--- config.mk ---
export PLATFORM = sky130hd
export DESIGN_NAME = lane_invert_pipe
export DESIGN_NICKNAME = d
export VERILOG_FILES = /design/src/rtl/lane_invert_pipe.sv
export SDC_FILE = /design/constraint.sdc
export NUM_CORES = 1
export LEC_CHECK = 0
export ABC_AREA = 1
export BUFFER_PORTS_ARGS = -buffer_cell sky130_fd_sc_hd__buf_2
export CORE_ASPECT_RATIO = 1.2
export CORE_MARGIN = 1
export CORE_UTILIZATION = 54
export CTS_CLUSTER_SIZE = 12
export DETAILED_ROUTE_END_ITERATION = 10
export GPL_TIMING_DRIVEN = 0
export PLACE_DENSITY = 0.85
export SLEW_MARGIN = 5
export SYNTH_ARGS = -nofsm -noshare
export SYNTH_HDL_FRONTEND = slang
export SYNTH_SLANG_ARGS = --single-unit
--- constraint.sdc ---
create_clock -name clk -period 2.6 [get_ports clk]
set_input_delay 0.39 -clock clk [delete_from_list [all_inputs] [get_ports clk]]
set_output_delay 0.39 -clock clk [all_outputs]
set_load 0.05 [all_outputs]
--- src/rtl/lane_invert_pipe.sv ---
// Flow-controlled, DEPTH-stage pipeline that XORs each incoming word with a
// programmable per-lane invert mask, with a wrapping output-transfer counter.
module lane_invert_pipe #(
  parameter int                WIDTH    = 8,
  parameter int                DEPTH    = 2,
  parameter int                CNT_W    = 16,
  parameter logic [WIDTH-1:0]  MASK_RST = {WIDTH{1'b1}}
) (
  input  logic             clk,
  input  logic             reset,
  input  logic             mask_we,
  input  logic [WIDTH-1:0] mask_in,
  input  logic             in_valid,
  input  logic [WIDTH-1:0] in_data,
  output logic             in_ready,
  output logic             out_valid,
  output logic [WIDTH-1:0] out_data,
  input  logic             out_ready,
  output logic [WIDTH-1:0] mask,
  output logic [CNT_W-1:0] xfer_cnt
);

  logic [DEPTH-1:0]            v_q, v_d, src_v, rdy;
  logic [DEPTH-1:0][WIDTH-1:0] d_q, d_d, src_d;
  logic [WIDTH-1:0]            mask_q, mask_d, masked;
  logic [CNT_W-1:0]            cnt_q, cnt_d;
  logic                        rdy_chain;
  logic                        out_xfer;

  genvar gi;

  for (gi = 0; gi < WIDTH; gi++) begin : g_lane
    assign masked[gi] = in_data[gi] ^ mask_q[gi];
  end

  // Stage 0 is fed from the masked input; later stages copy their predecessor.
  for (gi = 0; gi < DEPTH; gi++) begin : g_stage
    if (gi == 0) begin : g_first
      assign src_v[gi] = in_valid;
      assign src_d[gi] = masked;
    end else begin : g_rest
      assign src_v[gi] = v_q[gi-1];
      assign src_d[gi] = d_q[gi-1];
    end
  end

  // Ready ripples back from the consumer; any empty stage opens the chain.
  always_comb begin
    rdy_chain = out_ready;
    rdy       = '0;
    for (int k = DEPTH - 1; k >= 0; k--) begin
      rdy_chain = !v_q[k] || rdy_chain;
      rdy[k]    = rdy_chain;
    end
  end

  assign out_xfer = v_q[DEPTH-1] && out_ready;

  always_comb begin
    v_d    = v_q;
    d_d    = d_q;
    mask_d = mask_q;
    cnt_d  = cnt_q;
    for (int k = 0; k < DEPTH; k++) begin
      if (rdy[k]) begin
        v_d[k] = src_v[k];
        d_d[k] = src_d[k];
      end
    end
    if (mask_we) begin
      mask_d = mask_in;
    end
    if (out_xfer) begin
      cnt_d = cnt_q + CNT_W'(1);
    end
  end

  always_ff @(posedge clk) begin
    if (reset) begin
      v_q    <= '0;
      d_q    <= '0;
      mask_q <= MASK_RST;
      cnt_q  <= '0;
    end else begin
      v_q    <= v_d;
      d_q    <= d_d;
      mask_q <= mask_d;
      cnt_q  <= cnt_d;
    end
  end

  assign in_ready  = rdy[0];
  assign out_valid = v_q[DEPTH-1];
  assign out_data  = d_q[DEPTH-1];
  assign mask      = mask_q;
  assign xfer_cnt  = cnt_q;

endmodule

; ---- After elaboration in Yosys (flattened, before gate mapping)
; Cells that the tools add are included.
[classes]
add_sub_neg = 1
bitwise = 8
reduce_logical = 5
[op_table]
columns = cell, n
row1 = "16-bit by 1-bit adder with 16-bit output, second input constant", 1
row2 = 1-bit XOR, 8
row3 = 1-bit zero test, 2
row4 = 1-bit logical OR, 2
row5 = 1-bit logical AND, 1
[word_totals]
ff_bits = 42
inputBits = 21

; ---- Depth between registers and ports, before layout
; Gate-level depths: netlist of the first run.
[logic_depth]
word_depth = 3
mapped_depth = 8
depth_no_buf = 8

; ---- Worst setup path after synthesis of the first run
; No wires, ideal clock.
[synth_path]
path_type = register to register
start = register cnt_q[1] (netlist: xfer_cnt[1])
end = register cnt_q[12] (netlist: xfer_cnt[12])
path_slack_ps = 956
path_stages_with_launch = 7
setup_time_ps = 113
t_arrival_ps = 1531
cell_sequence = dfxtp_1 -> ha_1 -> nand3_1 -> nor3_4 -> nand3_1 -> nor2_1 -> nor2_1
[synth_via]
elab_chain_cells = 1
[synth_rtl]
columns = item, line
row1 = start: declaration, 26  ; logic [CNT_W-1:0] cnt_q, cnt_d;
row2 = start signal: assignment, 88  ; cnt_q <= cnt_d;
row3 = 16-bit by 1-bit adder with 16-bit output, 74  ; cnt_d = cnt_q + CNT_W'(1);
; Every way passes these cells.
; A chain may end at the register's enable or synchronous reset.

; ---- Worst setup path after layout of the first run
[layout_path]
start = register v_q[1]
end = output in_ready
[layout_via]
elab_chain_cells = 3
[layout_rtl]
columns = item, line
row1 = start: declaration, 23  ; logic [DEPTH-1:0] v_q, v_d, src_v, rdy;
row2 = start signal: assignment, 85  ; v_q <= v_d;
row3 = 1-bit zero test, 52  ; rdy_chain = !v_q[k] || rdy_chain;
row4 = 1-bit logical OR (2 in a row), 52
row5 = end: declaration, 15  ; output logic in_ready,
; Every way passes these cells.

==> results of run 1 <==
-- area by class of cell --
type                       count  area, um^2
inverter                      25       93.84
clock buffer                   6       41.29
buffer                        15       98.84
tap                           36       45.04
sequential                    42       840.8
multi-input combinational    160       767.0
timing repair buffer          53       265.3
fill                         297       944.7
clock inverter                 2       13.76
-- Yosys cell counts, drive strengths merged --
| master | number | area (um^2) |
|---|---|---|
| nand2 | 44 | 170.2 |
| a21oi | 18 | 90.09 |
| nand3 | 16 | 85.08 |
| nor2 | 42 | 167.7 |
| xnor2 | 8 | 70.07 |
| nor3 | 2 | 21.27 |
| o21bai | 1 | 7.510 |
| inv | 25 | 93.84 |
| o21ai | 26 | 130.1 |
| ha | 1 | 12.51 |
| clkbuf | 4 | 25.02 |
| dfxtp | 42 | 840.8 |
| nand4 | 2 | 12.51 |
| buf | 11 | 73.82 |
-- layer usage --
metal,global-route usage (%),vias to the layer above
li1,-,876
met1,30.67,728
met2,33.13,52
met3,6.019,10
met4,10.90,0
met5,0,-
-- tightest hold or removal path: cells and delay by family --
family | cells | cell delay (ns)
AND/OR/NAND/NOR | 2 | 0.10
buffers and inverters | 1 | 0.07
-- layout by cell type (no fill, tap or decap), types with 4 or more instances in the layout --
cell      count
nand3_1      15
dfxtp_1      42
nor2_1       40
a21oi_1      18
clkbuf_4      5
clkbuf_1      4
buf_2        55
buf_4         8
xnor2_1       8
inv_1        25
nand2_1      42
o21ai_0      26
-- worst paths after layout --
kind	startpoint	to	slack, ns	cells after the start
worst max register to register	xfer_cnt[1]	xfer_cnt[14]	1.15	7
worst min-delay path	mask_in[0]	mask[0]	0.24	3
worst max-delay path	v_q[1]	in_ready	0.69	5
worst min register to register	v_q[0]	v_q[1]	0.48	2
-- report_power, final --
part	leakage, nW	total [mW]	internal [mW]	switching, mW
logic	0.691	0.193	0.0651	0.127
clock network	0.0322	0.319	0.106	0.213
registers	0.345	0.696	0.676	0.0194
-- registers in the layout (all words and copies together) (netlist names) --
name,count
out_data,8
v_q,2
d_q,8
mask,8
xfer_cnt,16
-- cell families after synthesis --
family,share of synthesized area (%)
AND/OR/NAND/NOR,25.36
AO/OA/AOI/OAI,12.65
flip-flops,46.70
buffers and inverters,10.70
XOR/XNOR,3.892
adder cells (fa/ha/maj),0.6948
==> summary.txt, run 1 <==
Floorplanning
  – Effective utilization at floorplan: 57.88%
  – Width of the die: 54.71 um
  – Total core area: 0.003110 mm^2
  – Y dimension of the die: 65.26 um
  – # IOs: 55
  – FP Rows: 22
  – Total die area: 0.003570 mm^2

Synthesis
  – Average cell area after synthesis: 7.440 um^2
  – Yosys cell types: 22
  – Part of the Yosys area used for sequential elements: 46.70%
  – Synthesized cell area: 0.001800 mm^2
  – Number of warning messages in the yosys log: 0
  – Synth Net Count: 264
  – Count of mapped cells out of synthesis: 242
  – FF+latch count, synth: 42

Timing
  – Slew at the pin closest to its max-slew limit: 0.3924 ns
  – Shortest period the worst path allows: 1.914 ns
  – Number of slew-limit violations in the final report: 0
  – Fmax: 522.4 MHz
  – Total count of hold-check failures in the final report: 0
  – Post-route setup TNS: 0 ns
  – Largest clock skew in the final design: 0.006927 ns
  – Unrepaired setup endpoints after global routing: no
  – Final Hold Slack: 0.2434 ns
  – Final Setup Violations: 0
  – Period utilisation layout: 73.62%
  – Max-slew headroom: 73.84%
  – Post-route setup slack: 0.6859 ns

Worst setup path
  – Signal arrival time at the worst endpoint: 1.52 ns
  – Maximum single-stage delay on the critical path: 0.35 ns
  – WS Path Type: reg2out
  – Most repeated library cell on the critical path: buf_2
  – Startpoint class of the critical path: flop
  – Slowest cell on crit path: dfxtp_1
  – Cell family contributing the most delay on the critical path: buffers and inverters
  – Number of buffer and inverter stages on the critical path: 3
  – Endpoint required time on the critical path: 2.21 ns
  – Largest fanout on the critical path: 10
  – Critical path cell sequence: inv_1 > nor2_1 > nand2_1 > buf_2 > buf_2
  – CP Capture Type: output port

CTS
  – Number of gates resized after cts: 0
  – Clk Latency, worst-skew pair: 0.35 ns
  – Post-cts hold buffer count: 0
  – Num Clock Sinks: 42
  – Clock edge transition at the registers on the reported setup and hold paths: 0.12 ns
  – Library cell used as clock root buffer: clkbuf_4
  – Htree depth: 2
  – Number of setup buffers added after CTS: 0
  – TritonCTS clock tree: yes
  – Number of clock buffers inserted by TritonCTS: 5
  – Clk buf depth: 2

Route
  – Initial DRT Pass Iterations: 4
  – Met1 wire length: 1.624 mm
  – Count of antenna-violating nets left after detailed routing: 0
  – Detailed-route wire length: 3.474 mm
  – Drt initial violations: 51
  – DRC viols: 0
  – Top routing layer in use: met4
  – Total number of vias: 1666
  – Met3 layer wire length in the routed design: 202 um
  – Routed wl met2: 1.583 mm
  – Mean routed wirelength per cell: 10.25 um
  – Vias/cell: 4.914

GRT
  – Wire length of the first global-routing pass: 5.975 mm
  – Number of antenna violations at the first check in global routing: 0
  – Maximum number of pins on one net before global-route repair: 14
  – Global routing usage summed across all routing layers: 22.84%
  – Overall overflow remaining after global route: 0
  – Number of global-route vias before repair: 1433

Power
  – Overall power after layout: 1.207 mW
  – Leakage dissipation: 1.068 nW
  – Pwr Density: 557.4 mW/mm^2
  – Peak ir drop on the vdd network: 0.4722 mV

Layout
  – Final core utilization: 69.63%
  – Final instance count without filler cells: 339
  – # nets final: 324
  – Ant diodes: 0
  – Design area: 0.002166 mm^2
  – Area overhead of the layout relative to synthesis: 20.29%
  – Fraction of layout cells with a size suffix above 1: 25.41%

Min path
  – Path type of the worst min-delay path: in2reg

Place
  – Post-Place Worst Slack: 0.9306 ns
  – Area after DPL: 0.002111 mm^2
  – Number of placed instances with taps included: 331
  – Post-DP HPWL: 2.651 mm
  – Routability Congestion: 0.8595
  – Number of input and output port buffers inserted: 53

Job
  – Number of max-capacitance violations reported: 0

Status
  – Status: completed
Note: power is estimated with default switching activity, not from simulation.
==> run 2: changes to the inputs <==
- ABC_AREA: 1 -> 0
- CORE_UTILIZATION: 54 -> 50
- PLACE_DENSITY: 0.85 -> 0.8
- clock period: 2.6 -> 1.9 ns (I/O delays scaled with it)
==> run 2 against run 1 <==
Net effect:
- non-clock buffer count is 2 higher
- critical endpoint unchanged
- sequential power is 36% higher
- flip-flop and latch count stayed put
==> summary.txt, run 2 <==
Layout
  – # nets final: 280 (-14%)
  – Design area: 0.002166 mm^2 (unchanged)
  – Area overhead of the layout relative to synthesis: 23.38%
  – Ant diodes: 0 (unchanged)
  – Most frequent standard cell in the layout excluding fill and tap cells: buf_2
  – Final instance count without filler cells: 296 (-13%)
  – Commonest non-fill, non-tap cells in the layout: buf_2, dfxtp_1, nor2_1, nand2_1, xnor2_1
  – Fraction of layout cells with a size suffix above 1: 28.19% (+2.8 points)
  – Final core utilization: 64.88% (-4.7 points)
  – Max reg flops: 16 (unchanged)

Timing
  – Shortest period the worst path allows: 1.795 ns
  – Fmax: 557.0 MHz
  – Post-route setup slack: 0.1047 ns (-0.5812 ns)
  – Number of slew-limit violations in the final report: 0 (unchanged)
  – Post-route setup TNS: 0 ns (unchanged)
  – Final Setup Violations: 0 (unchanged)
  – Largest clock skew in the final design: 0.006424 ns (-0.0005032 ns)
  – Slew at the pin closest to its max-slew limit: 0.4428 ns (+0.05041 ns)
  – Total count of hold-check failures in the final report: 0 (unchanged)
  – Period utilisation layout: 94.49%
  – Final Hold Slack: 0.1929 ns (-0.05050 ns)
  – Max-slew headroom: 70.48% (-3.4 points)

CTS
  – Clk Latency, worst-skew pair: 0.29 ns (-0.06 ns)
  – Num Clock Sinks: 42 (unchanged)
  – Post-cts hold buffer count: 0 (unchanged)
  – TritonCTS clock tree: yes
  – Library cell used as clock root buffer: clkbuf_8
  – Number of setup buffers added after CTS: 0 (unchanged)
  – Htree depth: 2 (unchanged)
  – Number of clock buffers inserted by TritonCTS: 5 (unchanged)
  – Clock edge transition at the registers on the reported setup and hold paths: 0.08 ns (-0.04 ns)
  – Clk buf depth: 2 (unchanged)

Floorplanning
  – Total core area: 0.003338 mm^2 (+7.3%)
  – Y dimension of the die: 66.91 um (+2.5%)
  – FP Rows: 23 (+4.5%)
  – Effective utilization at floorplan: 52.59% (-5.3 points)
  – Width of the die: 56.09 um (+2.5%)
  – Total die area: 0.003753 mm^2 (+5.1%)
  – # IOs: 55 (unchanged)

GRT
  – Global routing usage summed across all routing layers: 19.06% (-3.8 points)
  – Number of antenna violations at the first check in global routing: 0 (unchanged)
  – Maximum number of pins on one net before global-route repair: 13 (-1)
  – Wire length of the first global-routing pass: 5.561 mm (-6.9%)
  – Overall overflow remaining after global route: 0 (unchanged)
  – Number of global-route vias before repair: 1254 (-12%)

Worst setup path
  – FF-to-FF Start: xfer_cnt[0]
  – Cell family contributing the most delay on the critical path: buffers and inverters
  – Startpoint class of the critical path: flop
  – Reg-to-reg slack, setup: 0.26 ns (-0.89 ns)
  – WS Path Type: reg2out
  – Endpoint required time on the critical path: 1.62 ns (-0.59 ns)
  – Depth of the worst register-to-register path: 5 (-2)
  – Number of buffer and inverter stages on the critical path: 2 (-1)
  – CP Capture Type: output port
  – Maximum single-stage delay on the critical path: 0.39 ns (+0.04 ns)
  – Critical path cell sequence: nor2b_1 > nand2_2 > clkbuf_2 > buf_4
  – Timing startpoint of the critical path: v_q[1]
  – Critical register-to-register path endpoint: xfer_cnt[12]
  – Signal arrival time at the worst endpoint: 1.51 ns (about the same)
  – Largest fanout on the critical path: 10 (unchanged)
  – Slowest cell on crit path: dfxtp_2

Route
  – Initial DRT Pass Iterations: 4 (unchanged)
  – Total number of vias: 1478 (-11%)
  – DRC viols: 0 (unchanged)
  – Count of antenna-violating nets left after detailed routing: 0 (unchanged)
  – Vias/cell: 4.993 (+1.6%)
  – Detailed-route wire length: 3.401 mm (-2.1%)
  – Mean routed wirelength per cell: 11.49 um (+12%)
  – Drt initial violations: 31 (-39%)

Place
  – Number of input and output port buffers inserted: 53 (unchanged)
  – Post-Place Worst Slack: 0.2310 ns (-0.6996 ns)
  – Number of placed instances with taps included: 288 (-13%)
  – Post-DP HPWL: 2.477 mm (-6.6%)
  – Area after DPL: 0.002068 mm^2 (-2.0%)
  – Routability Congestion: 0.7666 (-11%)

Synthesis
  – Count of mapped cells out of synthesis: 198 (-18%)
  – FF+latch count, synth: 42 (unchanged)
  – Average cell area after synthesis: 8.866 um^2 (+19%)
  – Synthesized cell area: 0.001755 mm^2 (-2.5%)
  – Part of the Yosys area used for sequential elements: 47.90% (+1.2 points)
  – Top cells by instance count after synthesis: dfxtp_1, nor2_1, nand2_1
  – Portion of synthesized cell area occupied by the leading cell type: 47.90% (+1.2 points)
  – Synth area leaders: dfxtp_1, xnor2_1, nor2_1
  – Share of flip-flops with an asynchronous set or reset: 0% (unchanged)
  – Most common cell in the netlist: dfxtp_1
  – Number of warning messages in the yosys log: 0 (unchanged)
  – Yosys cell types: 27 (+23%)
  – Leading register cell type out of synthesis: dfxtp_1
  – Biggest area consumer among synthesized cells: dfxtp_1
  – EDFF count, synth: 0 (unchanged)
  – Synth Net Count: 220 (-17%)

Power
  – Leakage dissipation: 0.9313 nW (-13%)
  – Peak ir drop on the vdd network: 0.8415 mV (+78%)
  – Overall power after layout: 1.785 mW (+48%)
  – Pwr Density: 824.1 mW/mm^2 (+48%)

Min path
  – Destination of the worst hold path: mask[7]
  – Worst hold path depth: 2 (-1)
  – Path type of the worst min-delay path: in2reg
  – Hold path startpoint: mask_in[7]

Status
  – Status: completed

Job
  – Number of max-capacitance violations reported: 0 (unchanged)
[run 2: cell count changes after synthesis, moves of 13 or more]
cell	change
o21ai_0	-25
inv_1	-22
nand2_1	-19
nor2_1	-15
nor2b_1	+13
[run 2: repair_timing]
action                     4_1_cts  5_1_grt
resized for setup                2        1
setup endpoints to repair        1        1
gates cloned                     0        0
[run 2: logic make-up after synthesis]
family	share of synthesized area, %
AND/OR/NAND/NOR	22.88
multiplexers	1.924
AO/OA/AOI/OAI	11.62
flip-flops	47.90
buffers and inverters	5.987
adder cells (fa/ha/maj)	0.7126
XOR/XNOR	8.981
[run 2: power breakdown]
group | leakage, nW | switching [mW] | internal, mW
registers | 0.345 | 0.0262 | 0.922
clock network | 0.0482 | 0.297 | 0.293
logic | 0.538 | 0.158 | 0.0888
[run 2: final cells by class]
class | count | area [um^2]
clock buffer | 7 | 86.33
inverter | 3 | 11.26
fill | 315 | 1172
sequential | 42 | 842.1
buffer | 17 | 95.09
tap | 37 | 46.29
timing repair buffer | 53 | 267.8
multi-input combinational | 136 | 812.0
clock inverter | 1 | 5.005
[run 2: worst max-delay path by stage]
stage                               to  depth (start not counted)
after global routing          in_ready                          4
after global placement    xfer_cnt[12]                          4
final                         in_ready                          4
after floorplan           xfer_cnt[11]                          4
after detailed placement   xfer_cnt[5]                          4
after CTS                     in_ready                          4
[run 2: layer usage]
metal | track usage (%) | up-vias | wire length, um
li1 | - | 778 | -
met2 | 29.61 | 34 | 1550
met5 | 0 | - | 0
met1 | 24.28 | 661 | 1656
met3 | 3.883 | 5 | 127
met4 | 11.59 | 0 | 68
[run 2: worst register-to-register path: stages, from the launching register on]
cell	delay [ns]
dfxtp_1	0.39
ha_1	0.20
nand4_1	0.28
nor4_1	0.42
xnor2_1	0.16
nor2_1	0.06
==> run 3: changes to the inputs <==
- GPL_ROUTABILITY_DRIVEN: not set -> 0
- clock period: 1.9 -> 1.76 ns (I/O delays scaled with it)
==> run 3 against run 2 <==
Net effect:
- worst hold slack worse by 0.026 ns
- global-route usage increased by 0.34 points
- count of clock-buffer cells in the layout fell by 1
- sequential share of layout area fell by 0.67 points
- routed wire length fell by 0.29%
- utilization increased by 2.0 points
- die area stayed put
- clock power increased by 59%
- critical path type unchanged
- largest cell class unchanged
==> summary.txt, run 3 (same netlist as run 2, synthesis figures left out) <==
Status
  – Status: completed

Job
  – Number of max-capacitance violations reported: 0 (unchanged)

CTS
  – Clk buf depth: 2 (unchanged)
  – Clock edge transition at the registers on the reported setup and hold paths: 0.08 ns (about the same)
  – Number of setup buffers added after CTS: 0 (unchanged)
  – Library cell used as clock root buffer: clkbuf_8
  – Post-cts hold buffer count: 0 (unchanged)
  – TritonCTS clock tree: yes
  – Htree depth: 2 (unchanged)
  – Number of clock buffers inserted by TritonCTS: 5 (unchanged)
  – Num Clock Sinks: 42 (unchanged)
  – Clk Latency, worst-skew pair: 0.29 ns (about the same)

Layout
  – # nets final: 280 (unchanged)
  – Commonest non-fill, non-tap cells in the layout: buf_2, dfxtp_1, nor2_1, nand2_1, xnor2_1
  – Ant diodes: 0 (unchanged)
  – Fraction of layout cells with a size suffix above 1: 32.43% (+4.2 points)
  – Max reg flops: 16 (unchanged)
  – Register area: 853.3 um^2 (+1.3%)
  – Most frequent standard cell in the layout excluding fill and tap cells: buf_2
  – Number of inserted filler cells in the final layout: 283 (-10%)
  – Area overhead of the layout relative to synthesis: 27.23%
  – Area of combinational cells with multiple inputs: 814.5 um^2 (+0.31%)

Route
  – Count of antenna-violating nets left after detailed routing: 0 (unchanged)
  – Total number of vias: 1510 (+2.2%)
  – Detailed-route wire length: 3.391 mm (-0.29%)
  – DRC viols: 0 (unchanged)
  – Initial DRT Pass Iterations: 4 (unchanged)
  – Mean routed wirelength per cell: 11.46 um (-0.29%)
  – Drt initial violations: 36 (+16%)
  – Vias/cell: 5.101 (+2.2%)

Power
  – Leakage dissipation: 0.9600 nW (+3.1%)
  – Logic pwr share: 11.9% (-1.9 points)
  – Internal power summed over all cells: 1.697 mW (+30%)
  – Switching portion of total power: 23.84% (-3.1 points)
  – Switch Pwr: 0.5312 mW (+10%)
  – Pwr Density: 997.6 mW/mm^2 (+21%)
  – Sequential fraction of design power: 46.0% (-7.1 points)
  – Proportion of power drawn by the clock network: 42.1% (+9.0 points)
  – Peak ir drop on the vdd network: 0.7012 mV (-17%)

Floorplanning
  – Total die area: 0.003753 mm^2 (unchanged)
  – Total core area: 0.003338 mm^2 (unchanged)
  – FP Rows: 23 (unchanged)
  – Y dimension of the die: 66.91 um (unchanged)
  – # IOs: 55 (unchanged)
  – Effective utilization at floorplan: 52.59% (unchanged)
  – Width of the die: 56.09 um (unchanged)

Worst setup path
  – WS Path Type: reg2out
  – Critical path cell sequence: nor2b_2 > nand2_2 > clkbuf_4 > buf_4
  – Signal arrival time at the worst endpoint: 1.39 ns (-0.12 ns)
  – Startpoint class of the critical path: flop
  – Maximum single-stage delay on the critical path: 0.39 ns (about the same)
  – Endpoint required time on the critical path: 1.50 ns (-0.12 ns)
  – Cell family contributing the most delay on the critical path: buffers and inverters
  – Largest fanout on the critical path: 10 (unchanged)
  – Number of buffer and inverter stages on the critical path: 2 (unchanged)
  – Slowest cell on crit path: dfxtp_2
  – CP Capture Type: output port

GRT
  – Overall overflow remaining after global route: 0 (unchanged)
  – Wire length of the first global-routing pass: 5.595 mm (+0.61%)
  – Global routing usage summed across all routing layers: 19.39% (+0.34 points)
  – Maximum number of pins on one net before global-route repair: 14 (+1)
  – Busiest metal layer after global routing: met2
  – Met3 usage: 7.379% (+3.5 points)
  – Met2 layer usage reported by global route: 29.91% (+0.30 points)
  – Met1 Resource Use GR: 23.86% (-0.43 points)
  – Number of global-route vias before repair: 1281 (+2.2%)
  – Number of antenna violations at the first check in global routing: 0 (unchanged)

Timing
  – Shortest period the worst path allows: 1.656 ns
  – Fmax: 603.9 MHz
  – Largest clock skew in the final design: 0.004649 ns (-0.001775 ns)
  – Unrepaired setup endpoints after global routing: no
  – Post-route setup TNS: 0 ns (unchanged)
  – Max-slew headroom: 70.40% (-0.081 points)
  – Slew at the pin closest to its max-slew limit: 0.4440 ns (+0.001210 ns)
  – Period utilisation layout: 94.09%
  – Final Setup Violations: 0 (unchanged)
  – Total count of hold-check failures in the final report: 0 (unchanged)
  – Final Hold Slack: 0.1665 ns (-0.02634 ns)
  – Number of slew-limit violations in the final report: 0 (unchanged)

Place
  – Number of input and output port buffers inserted: 53 (unchanged)
  – Post-DP HPWL: 2.425 mm (-2.1%)

Min path
  – Path type of the worst min-delay path: in2reg
## run 3: metrics by stage
stage	power [mW]	util [%]	worst slack, ns	instance area (um^2)	std cells
6_report	2.228	66.90	0.1041	2233	296
4_1_cts	2.245	66.83	0.05037	2231	296
2_1_floorplan	1.241	-	0.0003576	1769	198
3_3_place_gp	1.307	62.33	0.1616	2081	288
3_5_place_dp	1.312	62.33	0.1739	2081	288
5_1_grt	2.310	66.90	0.01324	2233	296
## run 3: area by class of cell
| cell class | instances | share of cell area (%) |
|---|---|---|
| repair buffers | 53 | 11.99 |
| well taps | 37 | 2.073 |
| clock buffers | 6 | 3.697 |
| clock inverters | 2 | 2.689 |
| multi-input cells | 136 | 36.47 |
| inverters | 3 | 0.5042 |
| plain buffers | 17 | 4.370 |
| flip-flops and latches | 42 | 38.21 |
## run 3: timing repair
item                                   4_1_cts  5_1_grt
endpoints found under the hold margin        0        0
gates resized for setup                      3        1
gates cloned                                 0        0
setup endpoints to repair                    1        1
## run 3: layer usage
layer  share of wire (%)  routed length (um)  up-vias
li1                    -                   -      778
met4                 1.3                  43        0
met5                   0                   0        -
met3                 5.6                 190        4
met2                  47                1582       43
met1                  46                1574      685
## run 3: worst register-to-register path, cell delays in order, from the launching register on
cell     delay [ns]
dfxtp_1        0.41
nand4_1        0.19
nor4_1         0.36
nor2b_1        0.20
mux2_1         0.33
## run 3: power by group through the flow
stage / Clock [mW] / Combinational (mW) / Sequential (mW)
5_1_grt: 0.993 / 0.287 / 1.03
6_report: 0.938 / 0.266 / 1.02
3_3_place_gp: 0 / 0.262 / 1.05
4_1_cts: 0.953 / 0.268 / 1.02
3_5_place_dp: 0 / 0.265 / 1.05
2_1_floorplan: 0 / 0.145 / 1.10
## run 3: final timing paths
kind / startpoint / end / slack, ns / cells past startpoint
hold reg to reg: out_data[1] / out_data[1] / 0.45 / 2
setup reg to reg: xfer_cnt[5] / xfer_cnt[14] / 0.16 / 4
setup / recovery: v_q[1] / in_ready / 0.10 / 4
hold / removal: mask_in[7] / mask[7] / 0.17 / 2
